File: src/rtl/chan_readout_sched.sv
// Post-EOS readout sequencer: scans enabled channels in ascending order, one
// request at a time, with per-channel timeout, downstream pause and EOS overrun flag.
`timescale 1ns/1ps
module chan_readout_sched #(
    parameter int CHAN    = 8,
    parameter int SEL_W   = 3,
    parameter int TO_BITS = 16,
    parameter int TIMEOUT = 4000,
    parameter int GAP_CYC = 2
) (
    input  logic             CLK,
    input  logic             RST,
    input  logic             EOS,
    input  logic [CHAN-1:0]  CHAN_EN,
    input  logic [CHAN-1:0]  RODONE_n,
    input  logic             RD_ALLOW,
    output logic [CHAN-1:0]  RD_REQUEST,
    output logic [SEL_W-1:0] SEL,
    output logic             BUSY,
    output logic             SCAN_DONE,
    output logic [CHAN-1:0]  TIMEOUT_ERR,
    output logic             EOS_OVR
);
    // state  | meaning
    // IDLE   | waiting for an EOS rising edge
    // SELECT | latch lowest pending channel into SEL, load timeout timer
    // READ   | request selected channel until done or timeout
    // GAP    | GAP_CYC quiet cycles between channels
    // DONE   | SCAN_DONE high for one cycle, BUSY drops on exit
    typedef enum logic [2:0] {
        S_IDLE   = 3'd0,
        S_SELECT = 3'd1,
        S_READ   = 3'd2,
        S_GAP    = 3'd3,
        S_DONE   = 3'd4
    } state_t;

    localparam int                 GAP_W    = (GAP_CYC > 1) ? $clog2(GAP_CYC) : 1;
    localparam logic [TO_BITS-1:0] TO_LOAD  = TO_BITS'(TIMEOUT - 1);
    localparam logic [GAP_W-1:0]   GAP_LOAD = GAP_W'(GAP_CYC - 1);

    state_t             state;
    logic               eos_d;
    logic               eos_rise;
    logic [CHAN-1:0]    pend;
    logic [TO_BITS-1:0] timer;
    logic [GAP_W-1:0]   gap_cnt;

    function automatic logic [SEL_W-1:0] lowest_idx(input logic [CHAN-1:0] v);
        lowest_idx = '0;
        for (int i = CHAN - 1; i >= 0; i--) begin
            if (v[i]) lowest_idx = SEL_W'(i);
        end
    endfunction

    assign eos_rise = EOS & ~eos_d;

    always_comb begin
        RD_REQUEST = '0;
        if (state == S_READ && RD_ALLOW) RD_REQUEST[SEL] = 1'b1;
    end

    // timer is a down-counter loaded with TIMEOUT-1; terminal count at zero
    always_ff @(posedge CLK or posedge RST) begin
        if (RST) begin
            state       <= S_IDLE;
            eos_d       <= 1'b0;
            pend        <= '0;
            timer       <= '0;
            gap_cnt     <= '0;
            SEL         <= '0;
            BUSY        <= 1'b0;
            SCAN_DONE   <= 1'b0;
            TIMEOUT_ERR <= '0;
            EOS_OVR     <= 1'b0;
        end else begin
            eos_d     <= EOS;
            SCAN_DONE <= 1'b0;
            if (eos_rise && state != S_IDLE) EOS_OVR <= 1'b1;

            case (state)
                S_IDLE: begin
                    if (eos_rise) begin
                        if (CHAN_EN != '0) begin
                            pend        <= CHAN_EN;
                            TIMEOUT_ERR <= '0;
                            EOS_OVR     <= 1'b0;
                            BUSY        <= 1'b1;
                            state       <= S_SELECT;
                        end else begin
                            SCAN_DONE <= 1'b1;
                        end
                    end
                end
                S_SELECT: begin
                    SEL   <= lowest_idx(pend);
                    timer <= TO_LOAD;
                    state <= S_READ;
                end
                S_READ: begin
                    if (!RODONE_n[SEL]) begin
                        pend[SEL] <= 1'b0;
                        gap_cnt   <= GAP_LOAD;
                        state     <= S_GAP;
                    end else if (RD_ALLOW) begin
                        if (timer == '0) begin
                            TIMEOUT_ERR[SEL] <= 1'b1;
                            pend[SEL]        <= 1'b0;
                            gap_cnt          <= GAP_LOAD;
                            state            <= S_GAP;
                        end else begin
                            timer <= timer - TO_BITS'(1);
                        end
                    end
                end
                S_GAP: begin
                    if (gap_cnt == '0) begin
                        if (pend != '0) begin
                            state <= S_SELECT;
                        end else begin
                            SCAN_DONE <= 1'b1;
                            state     <= S_DONE;
                        end
                    end else begin
                        gap_cnt <= gap_cnt - GAP_W'(1);
                    end
                end
                S_DONE: begin
                    BUSY  <= 1'b0;
                    state <= S_IDLE;
                end
                default: state <= S_IDLE;
            endcase
        end
    end
endmodule

File: config.mk
export PLATFORM = sky130hd
export DESIGN_NAME = chan_readout_sched
export DESIGN_NICKNAME = d
export VERILOG_FILES = /design/src/rtl/chan_readout_sched.sv
export SDC_FILE = /design/constraint.sdc
export NUM_CORES = 1
export LEC_CHECK = 0
export BUFFER_PORTS_ARGS = -buffer_cell sky130_fd_sc_hd__buf_2
export CAP_MARGIN = 20
export CORE_MARGIN = 2
export CORE_UTILIZATION = 59
export DETAILED_ROUTE_END_ITERATION = 10
export PLACE_DENSITY = 0.8
export SYNTH_ARGS = -nofsm -noshare
export SYNTH_HDL_FRONTEND = slang
export SYNTH_SLANG_ARGS = --single-unit
File: constraint.sdc
create_clock -name CLK -period 7.3 [get_ports CLK]
set_clock_uncertainty 0.15 [all_clocks]
set_input_delay 0.73 -clock CLK [delete_from_list [all_inputs] [get_ports CLK]]
set_output_delay 0.73 -clock CLK [all_outputs]
set_load 0.01 [all_outputs]
==> run summary <==
Die ar.: 4370 sq um
Insertion delay to the later sink of the worst-skew pair: 0.29 ns
Synth-to-Final Area Change: 15.2%
Synth top area share: 47.3%
Syn nets: 267
CTS tree: done
Relative slew margins: 46.6%
Ant. Diodes: 0
Vias in the first global route: 1829
Antenna Violating Nets Remaining: 0
DRC: 0
Top post-synthesis cells by area: dfrtp_1 47%, a21oi_1 5.7%, nand2_1 4.8%
Async set-reset flop share out of synthesis: 100%
Max-cap violations: 0
Cell Rows: 22
Crit path required time: 7.37 ns
Post-route worst setup slack: 4.45 ns
Post-Syn Area per Cell: 9.26 sq um
Share of layout cells above drive strength 1: 22.6%
Reg2Reg Depth: 5
Core area: 3690 sq um
Via Count: 2042
CTS Buffer Depth: 2
Hold_buf cts: 0
Syn Inst Count: 246
CP endpoint kind: register
I/O pin count: 42
CP Max Fanout: 14
Resized cells post-CTS: 0
Antenna violations before repair: 0
Root buffer cell: clkbuf_8
Detailed Place HPWL: 3780 microns
Yosys top cell by area: dfrtp_1
Peak VDD IR: 0.205 mV
First-pass iteration count of the detailed router: 4
Total grt overflow: 0
Period minus WS final: 2.85 ns
Die Y: 66.1 microns
RSZ-0062 raised after global routing: no
Period Utilization, post-route: 39.0%
Synth Cell Area: 2280 sq um
Filler Cell Count: 304
Final hold vios: 0
Worst EP arrival: 2.92 ns
Layout Utilization: 71.1%
Number of synthesized flops with an enable pin: 0
Pwr Density: 319 nW/um^2
Top cells by count, synth: 43 x dfrtp_1, 29 x nand2_1, 26 x a21oi_1, 24 x nor2_1, 11 x nor4_1
Leakage Power: 1.16 nW
Chip width: 66.1 microns
Finish-stage setup viols: 0
Status: completed
Number of vias per cell: 6.08
Yosys warnings: 0
Initial DRC count: 142
CP Class: register to register
Gp weighted congestion: 0.891
H-tree depth: 2
Achievable frequency: 0.351 GHz
Post-CTS Setup Bufs: 0
Dpl ws: 4.51 ns
CP Launch Type: register
Starting Density: 61.7%
Synth Register Bits: 43
Pins over their slew limit: 0
Most common cell in the netlist: dfrtp_1
GRT Total Usage: 25.7%
Number of CTS-inserted buffers: 5
Largest net degree at the start of global routing: 30
Clk sinks: 43
First-pass GRT wire length: 8500 microns
Main synth FF type: dfrtp_1
Synth unique cells: 45
Setup TNS: 0 ns
Worst slew pin tran: 0.795 ns
Worst hold path cell count: 2
Hold Path Class: register to register
IO Port Bufs: 41
WL per Instance: 15.2 microns
Post-synthesis sequential area ratio: 47.3%
Worst-path clk slew: 0.08 ns
Drt total wl: 5100 microns
Nets: 309
-- final cells by class --
cell class              count  area, sq um  share of cell area (%)
multi-input cells         188         1140                    43.4
inverters                   7         26.3                    1.00
well taps                  48         60.1                    2.29
clock buffers               6         72.6                    2.77
repair buffers             43          220                    8.40
flip-flops and latches     43         1080                    41.0
clock inverters             1         30.0                    1.15
-- metal layers --
| metal | GRT usage, % | share of wire, % |
|---|---|---|
| met1 | 36.3 | 46 |
| met2 | 40.0 | 48 |
| met3 | 5.62 | 4.8 |
| met4 | 7.14 | 1.3 |
| met5 | 0 | 0 |
-- logic make-up after synthesis --
logic type,after synthesis,synth area share [%]
fa+ha+maj,1,0.549
mux,8,3.57
compound gates,71,20.8
simple gates,107,24.6
flops,43,47.3
xor+xnor,1,0.385
buf+inv,15,2.80
-- cell usage in the layout, fill, tap and decap left out, types with 3 or more instances in the layout --
| master | instances |
|---|---|
| mux2i_1 | 7 |
| buf_2 | 41 |
| nand2b_1 | 5 |
| o21ai_2 | 8 |
| nand3_1 | 3 |
| a31oi_1 | 5 |
| nor4_1 | 11 |
| a21oi_1 | 26 |
| inv_1 | 7 |
| dfrtp_1 | 43 |
| a311oi_1 | 3 |
| nor3_1 | 8 |
| or3_1 | 3 |
| clkbuf_8 | 5 |
| a211oi_1 | 3 |
| nand2_1 | 29 |
| a22oi_1 | 9 |
| o21ai_0 | 6 |
| nand4_1 | 3 |
| nor2_1 | 24 |
| or4_1 | 4 |
-- stage by stage --
stage	cells	hold slack, ns	total power [mW]	area [sq um]
2_1_floorplan	246	0.318	0.580	2280
3_3_place_gp	328	0.306	0.655	2510
3_5_place_dp	328	0.313	0.658	2510
4_1_cts	335	0.330	0.835	2620
5_1_grt	336	0.355	0.897	2620
6_report	336	0.323	0.836	2620
-- critical path: stages, from the launching register on --
cell and delay [ns]:
dfrtp_1 0.47, nor3b_4 0.59, nand2_2 0.25, or3_4 0.42, or4_1 0.66, o21ai_2 0.22
-- sequential cells by signal, indices dropped and copies added, names as in the netlist --
signal       count
EOS_OVR          1
state            3
SEL              3
gap_cnt          1
TIMEOUT_ERR      8
timer           16
SCAN_DONE        1
pend             8
BUSY             1
eos_d            1
-- final timing paths --
check,startpoint,to,slack [ns]
worst max-delay path,state[1],TIMEOUT_ERR[6],4.45
worst min-delay path,TIMEOUT_ERR[1],TIMEOUT_ERR[1],0.32
worst max register to register,state[1],TIMEOUT_ERR[6],4.45
worst min register to register,TIMEOUT_ERR[1],TIMEOUT_ERR[1],0.32
max in group asynchronous,RST,pend[6],5.88
min in group asynchronous,RST,timer[0],0.33
-- report_power, final --
| part | leakage, nW | switching [mW] | internal (mW) |
|---|---|---|---|
| Combinational | 0.578 | 0.188 | 0.127 |
| Sequential | 0.528 | 0.0604 | 0.285 |
| Clock | 0.0513 | 0.0759 | 0.100 |
(Power assumes the default switching activity.)
